### config.mk
export PLATFORM = sky130hd
export DESIGN_NAME = alu_sequencer
export DESIGN_NICKNAME = d
export VERILOG_FILES = /design/src/rtl/alu_sequencer.sv
export SDC_FILE = /design/constraint.sdc
export NUM_CORES = 1
export LEC_CHECK = 0
export ABC_AREA = 1
export CAP_MARGIN = 20
export CORE_UTILIZATION = 45
export DETAILED_ROUTE_END_ITERATION = 8
export PLACE_DENSITY_LB_ADDON = 0.2
export SLEW_MARGIN = 20
export SYNTH_ARGS = -nofsm -noshare
export SYNTH_HDL_FRONTEND = slang
export SYNTH_SLANG_ARGS = --single-unit
### constraint.sdc
create_clock -name CLK -period 2.4 [get_ports CLK]
set_input_delay 0.6 -clock CLK [delete_from_list [all_inputs] [get_ports CLK]]
set_output_delay 0.6 -clock CLK [all_outputs]
set_load 0.05 [all_outputs]
### src/rtl/alu_sequencer.sv
// ============================================================================
// Module   : alu_sequencer
// Brief    : Valid/ready instruction sequencer driving a single-cycle ALU,
//            with accumulator, carry flag and backpressured result port.
//            Optional zero flag enabled by macro ALU_SEQ_ZERO_FLAG_EN.
// Revision : 1.0
// ============================================================================
`default_nettype none

module alu_sequencer #(
  parameter int SIZE = 8
) (
  input  logic            CLK,
  input  logic            RST_N,
  input  logic            instr_valid,
  output logic            instr_ready,
  input  logic [2:0]      instr_op,
  input  logic [SIZE-1:0] instr_operand,
  input  logic            instr_use_carry,
  output logic            alu_ce,
  output logic [2:0]      alu_op_code,
  output logic [SIZE-1:0] alu_left,
  output logic [SIZE-1:0] alu_right,
  output logic            alu_carry_in,
  input  logic [SIZE-1:0] alu_op_out,
  input  logic            alu_carry_out,
  output logic [SIZE-1:0] acc,
  output logic            carry_flag,
  output logic            res_valid,
  input  logic            res_ready,
  output logic [SIZE-1:0] res_data,
  output logic            res_store
`ifdef ALU_SEQ_ZERO_FLAG_EN
  ,
  output logic            zero_flag
`endif
);

  localparam logic [1:0] S_IDLE = 2'd0;
  localparam logic [1:0] S_EXEC = 2'd1;
  localparam logic [1:0] S_WB   = 2'd2;

  localparam logic [2:0] OP_ADD = 3'd0;
  localparam logic [2:0] OP_SUB = 3'd1;
  localparam logic [2:0] OP_ST  = 3'd7;

  logic [1:0] state;
  logic [1:0] state_next;
  logic       accept;
  logic       capture;

  assign accept  = (state == S_IDLE) && instr_valid;
  assign capture = (state == S_EXEC);

  always_ff @(posedge CLK or negedge RST_N) begin
    if (!RST_N) begin
      state <= S_IDLE;
    end else begin
      state <= state_next;
    end
  end

  always_comb begin
    state_next = state;
    case (state)
      S_IDLE:  if (instr_valid) state_next = S_EXEC;
      S_EXEC:  state_next = S_WB;
      S_WB:    if (res_ready) state_next = S_IDLE;
      default: state_next = S_IDLE;
    endcase
  end

  always_comb begin
    instr_ready = 1'b0;
    alu_ce      = 1'b0;
    res_valid   = 1'b0;
    case (state)
      S_IDLE:  instr_ready = 1'b1;
      S_EXEC:  alu_ce      = 1'b1;
      S_WB:    res_valid   = 1'b1;
      default: instr_ready = 1'b0;
    endcase
  end

  // ALU operands are registered at accept so they are stable for the whole EXEC cycle;
  // carry_flag cannot change between accept and EXEC, so the carry-in is latched too.
  always_ff @(posedge CLK or negedge RST_N) begin
    if (!RST_N) begin
      alu_op_code  <= 3'd0;
      alu_left     <= '0;
      alu_right    <= '0;
      alu_carry_in <= 1'b0;
    end else if (accept) begin
      alu_op_code  <= instr_op;
      alu_left     <= acc;
      alu_right    <= instr_operand;
      alu_carry_in <= instr_use_carry & carry_flag;
    end
  end

  always_ff @(posedge CLK or negedge RST_N) begin
    if (!RST_N) begin
      acc        <= '0;
      carry_flag <= 1'b0;
      res_data   <= '0;
      res_store  <= 1'b0;
    end else if (capture) begin
      res_data  <= alu_op_out;
      res_store <= (alu_op_code == OP_ST);
      if (alu_op_code != OP_ST) begin
        acc <= alu_op_out;
      end
      if ((alu_op_code == OP_ADD) || (alu_op_code == OP_SUB)) begin
        carry_flag <= alu_carry_out;
      end
    end
  end

`ifdef ALU_SEQ_ZERO_FLAG_EN
  always_ff @(posedge CLK or negedge RST_N) begin
    if (!RST_N) begin
      zero_flag <= 1'b0;
    end else if (capture && (alu_op_code != OP_ST)) begin
      zero_flag <= (alu_op_out == '0);
    end
  end
`else
`endif

endmodule

`default_nettype wire

Yosys cells after proc, flatten, opt, wreduce, memory -nomap -nowiden
Cells that the tools add are included.
Cells by class
  reduce and logical (&&, ||, !) cells: 7
  multiplexer cells: 6
  bitwise gates (word level): 1
  equality and inequality tests: 7
Operators with widths (count)
  one-hot mux 2 bit (3 select lines): 1
  AND reduction 2 bit: 3
  2-to-1 mux 2 bit: 2
  inequality test 2 bit, second input constant: 2
  == test 3 x 1 -> 1 bit, second input constant: 1
  == test 3 bit, second input constant: 1
  zero test 3 bit: 1
  2-to-1 mux 1 bit: 3
  inequality test 3 bit, second input constant: 1
  == test 2 x 1 -> 1 bit, second input constant: 1
  == test 2 bit, second input constant: 1
  zero test 2 bit: 1
  AND 1 bit: 1
  logical AND 1 bit: 1
  logical OR 1 bit: 1
Word-level totals
  input bits: 25
  flip-flop bits (word level): 40
  output and inout port bits: 41
  word-level logic and storage cells: 30

Depth between registers and ports, before layout
Gate-level depths: netlist of the first run.
  word-level depth: 3
  depth in mapped cells: 6
  depth with buffers taken out: 5

Worst setup path before layout of the first run
Ideal clock, no wire load.
  path type: flip-flop to output port
  start point: reg state[1]
  end point: out res_valid
  path buffers: 0
  required time: 1800 ps
  cell stages (with the launch flop): 3
  slack: 695 ps
  data arrival time: 1105 ps
  cell sequence: dfrtp_1 -> inv_1 -> nor2_1
On the way
  word-level cells in the longest chain between the ends: 2
Ends and longest elaborated chain
  start: declaration: RTL line 47  | logic [1:0] state;
  start signal: assignment: RTL line 59  | state <= state_next;
  == test 2 bit: RTL line 77  | case (state)
  2-to-1 mux 1 bit: RTL line 77
  end: declaration: RTL line 29  | output logic res_valid,
Every way passes these cells.

Final worst setup path of the first run
  start point: reg alu_op_code[2]
  end point: out alu_op_code[2]
RTL lines
  start: declaration: RTL line 21  | output logic [2:0] alu_op_code,
  start signal: assignment: RTL line 94  | alu_op_code <= instr_op;
No word-level cell between the ends.

==> reports/qor.yml, run 1 <==
route:
  wl_per_cell_um: 12.2
  via_count: 1409
  wl_mm: 3.54
  detail_route.vias_per_cell: 4.86
  dr.pass1.iters: 4
  drt.antenna.violating_nets: 0
  drc: 0
  drt-initial-drc-count: 33
worst_setup_path:
  slowest_delay_ns: 0.83
  r2r-start: "state[0]"
  path_delay_family: "buffers and inverters"
  cp_cell_sequence: "clkdlybuf4s50_1"
  required_ns: 1.80
  crit_start: "alu_op_code[2]"
  slowest_stage: "clkdlybuf4s50_1"
  end_kind: "primary output"
  cp_data_arrival_time_ns: 1.61
  cp_max_fo: 4
  critPathKind: "reg2out"
  crit_path_start_kind: "flip-flop"
  cp_num_buf_inv: 1
sta:
  finalCriticalPeriod_ns: 2.21
  setup_slack_ns: 0.189
  tightest_slew_ns: 0.863
  finalSetupViolCount: 0
  slew_headroom_pct: 42.5
  setup_tns_ns: 0
  rsz0062_at_grt: "false"
  hold_viol: 0
  fmax_mhz: 452
  drv_slew: 0
  finalClockSkew_ns: 0.00667
  post-route-period-util_pct: 92.1
logic_synthesis:
  synth_xor_area_share_pct: 0
  syn_nets: 201
  synth_cell_types: 15
  synth-compound-area-share_pct: 0.632
  seq_area_frac_synth_pct: 63.2
  netlist_area_um2: 1580
  synth_area_leaders: "dfrtp_1 (63%), nand2_1 (20%), nand3_1 (8.9%)"
  synth_top_area_share_pct: 63.2
  synth-simple-area-share_pct: 31.9
  synth.area.mux_share_pct: 0
  yosys.area.top_type: "dfrtp_1"
  synth_top_family_by_area: "simple AND/OR/NAND/NOR gates"
  synth_fa_ha_area_share_pct: 0
  yosys_warnings: 0
  ys_ff_latch: 40
  syn_inst: 176
  avgSynthCellArea_um2: 8.99
cts:
  cts_buffers: 5
  cts_buffer_depth: 2
  clock-sinks: 40
  ctsRootBufferMaster: "clkbuf_4"
  htree_levels: 2
  cts_tree: "yes"
  clk_pin_slew_worst_paths_ns: 0.12
  worst_skew_pair.late_latency_ns: 0.34
  hold_buffers: 0
global_route:
  grt_usage_pct: 20.2
  grt_overflow: 0
  grt_max_degree: 41
  antenna_found_initial: 0
  grt_pass1_wl_mm: 5.43
  grt_pass1_vias: 1235
placement:
  numPortBuffers: 65
  dp_hpwl_mm: 2.56
  gp_congestion: 0.668
  dp_slack_ns: 0.401
cells_and_area:
  num_antenna_cells: 0
  final_common_cell: "nand2_1"
  area_growth_pct: 48.4
  final_nets: 268
  final_cell_mix: "nand2_1 (86), clkdlybuf4s50_1 (61), dfrtp_1 (40)"
  drive_above_1_share_pct: 8.61
run_status:
  status: "complete, no violations"
floorplan:
  die_x_um: 61.3
  start_util_pct: 47.1
  io_pins: 66
  coreArea_um2: 3360
  core.rowCount: 21
  die-area_um2: 3760
  die_h_um: 61.3
run:
  maxCapViolCount: 0
worst_hold_path:
  hold_path.class: "in2async"
-- path summary, 6_finish.rpt --
kind	slack [ns]	cells past startpoint	to
worst max-delay path	0.19	1	alu_op_code[2]
worst min-delay path	0.36	1	alu_op_code[0]
worst max register to register	0.64	4	alu_left[5]
worst min register to register	0.48	2	alu_left[2]
max in group asynchronous	1.49	1	state[1]
min in group CLK	0.48	2	alu_left[2]
-- cell usage after synthesis --
master    number
inv_1          2
dfrtp_1       40
o21ai_1        2
buf_4          1
nor2_2         2
inv_2          2
nand3_1       28
nand3_2        1
nand2_1       86
clkbuf_1       2
nor2_1         2
buf_6          1
nand4_1        1
buf_2          5
nand2_2        1
-- layout make-up --
class                   count  area [um2]
flip-flops and latches     40        1000
inverters                   4        15.0
well taps                  46        57.6
repair buffers             69         698
clock inverters             2        10.0
multi-input cells         123         515
clock buffers               6        51.3
fillers                   309        1010
-- state kept, by name, indices dropped and copies added, names as in the netlist --
| signal | count |
|---|---|
| acc | 8 |
| alu_left | 8 |
| alu_right | 8 |
| res_data | 8 |
| alu_op_code | 3 |
| state | 2 |
| alu_carry_in | 1 |
| carry_flag | 1 |
| res_store | 1 |
-- logic make-up (layout without fill, tap and decap cells) --
group                  Yosys count  after routing
AO/OA/AOI/OAI                    2              2
buffers and inverters           13             81
flip-flops                      40             40
AND/OR/NAND/NOR                121            121
-- stage by stage --
stage	hold slack (ns)	cell area (um2)	cells	utilization, %
after floorplan	0.304	1580	176	-
after global placement	0.454	2280	282	67.9
after detailed placement	0.458	2280	282	67.9
after CTS	0.379	2350	290	69.8
after global routing	0.432	2350	290	69.8
final	0.363	2350	290	69.8
-- routing by layer --
layer	vias up	part of all wire, %	global-route usage (%)	wire, um
li1	688	-	-	-
met1	668	43	24.0	1510
met2	48	49	34.8	1750
met3	5	6.6	5.04	235
met4	0	1.2	8.77	43
met5	-	0	0	0
-- timing repair --
item | 4_1_cts | 5_1_grt
endpoints found under the setup margin | 0 | 1
setup buffers | 0 | 0
gates resized for setup | 0 | 1
Power of run 1 is left out: the tool's default activity adds up to more than one toggle a clock period on the data nets, which glitch-free logic cannot reach.
==> inputs of run 2 (changes only) <==
CORE_MARGIN = 10   (was default)
CORE_UTILIZATION = 30   (was 45)
SLEW_MARGIN = 15   (was 20)
==> reports/qor.yml, run 2 (synthesized netlist as in run 1, its figures left out) <==
worst_setup_path:
  critPathKind: "reg2out"
  slowest_delay_ns: 0.83
  cp_max_fo: 4
  required_ns: 1.80
  cp_cell_sequence: "clkdlybuf4s50_1"
  path_delay_family: "buffers and inverters"
  end_kind: "primary output"
  cp_num_buf_inv: 1
  crit_path_start_kind: "flip-flop"
  cp_data_arrival_time_ns: 1.52
  slowest_stage: "clkdlybuf4s50_1"
sta:
  setup_tns_ns: 0
  drv_slew: 0
  finalCriticalPeriod_ns: 2.12
  finalClockSkew_ns: 0.00351
  rsz0062_at_grt: "false"
  hold_viol: 0
  tightest_slew_ns: 0.732
  finalSetupViolCount: 0
  slew_headroom_pct: 51.1
  post-route-period-util_pct: 88.3
  fmax_mhz: 472
cells_and_area:
  final_cell_mix: "nand2_1 (86), clkdlybuf4s50_1 (61), dfrtp_1 (40)"
  fillers: 531
  area_growth_pct: 52.1
  final_common_cell: "nand2_1"
  final_nets: 268
  multi_input_comb_area_um2: 515
  post-route-util_pct: 47.1
  drive_above_1_share_pct: 7.79
  regArea_um2: 1000
  num_antenna_cells: 0
route:
  drt-initial-drc-count: 42
  drc: 0
  detail_route.vias_per_cell: 4.33
  wl_mm: 4.52
  dr.pass1.iters: 4
  wl_per_cell_um: 14.4
  drt.antenna.violating_nets: 0
  via_count: 1360
cts:
  clock-sinks: 40
  clk_pin_slew_worst_paths_ns: 0.07
  htree_levels: 2
  ctsRootBufferMaster: "clkbuf_8"
  cts_buffers: 5
  cts_tree: "yes"
  postCtsSetupBuffers: 0
  cts_buffer_depth: 2
  worst_skew_pair.late_latency_ns: 0.29
floorplan:
  start_util_pct: 31.0
  io_pins: 66
  die-area_um2: 8580
  coreArea_um2: 5110
  core.rowCount: 26
  die_x_um: 92.6
  die_h_um: 92.6
global_route:
  grt_overflow: 0
  antenna_found_initial: 0
  grt_usage_pct: 10.8
  grt_pass1_wl_mm: 7.40
  grt_max_degree: 41
  grt_pass1_vias: 1403
run:
  maxCapViolCount: 0
placement:
  dp_hpwl_mm: 3.29
  numPortBuffers: 65
  gp_congestion: 0.652
run_status:
  status: "complete, no violations"
worst_hold_path:
  hold_path.class: "in2async"
run 2: changes by cell type in the layout (fill, tap and decap cells not counted), sizes merged:
| cell | previous run | this run |
|---|---|---|
| clkbuf | 6 | 8 |
| clkinv | 2 | 0 |
run 2: final timing paths:
| kind | startpoint | to | slack, ns | cells past startpoint |
|---|---|---|---|---|
| min in group CLK | alu_right[6] | alu_right[6] | 0.47 | 2 |
| hold / removal | RST_N | alu_right[5] | 0.38 | 2 |
| setup / recovery | alu_op_code[1] | alu_op_code[1] | 0.28 | 1 |
| setup reg to reg | state[0] | alu_op_code[1] | 0.72 | 4 |
| hold reg to reg | alu_right[6] | alu_right[6] | 0.47 | 2 |
| max in group asynchronous | RST_N | state[1] | 1.67 | 2 |
run 2: area by class of cell:
| cell class | instances | area share (%) |
|---|---|---|
| Inverter | 4 | 0.624 |
| Timing Repair Buffer | 69 | 29.0 |
| Tap cell | 70 | 3.64 |
| Clock buffer | 8 | 3.74 |
| Sequential cell | 40 | 41.6 |
| Multi-Input combinational cell | 123 | 21.4 |
run 2: through the flow:
step           area, um2  setup WS, ns  cells  hold slack, ns
2_1_floorplan       1580         0.695    176           0.304
3_3_place_gp        2310         0.419    306           0.453
3_5_place_dp        2310         0.408    306           0.457
4_1_cts             2400        0.0709    314           0.384
5_1_grt             2410         0.203    314           0.409
6_report            2410         0.280    314           0.379
run 2: timing repair:
| item | CTS | global route |
|---|---|---|
| hold buffers | 0 | 0 |
| endpoints found under the setup margin | 0 | 1 |
| resized for setup | 0 | 1 |
| endpoints found under the hold margin | 0 | 0 |
run 2: metal layers:
metal	GRT usage (%)	part of all wire (%)	up-vias
li1	-	-	683
met1	13.3	45	626
met2	15.7	44	44
met3	5.25	9.2	7
met4	4.88	1.5	0
met5	0	0	-
Power of run 2 is left out for the same reason.
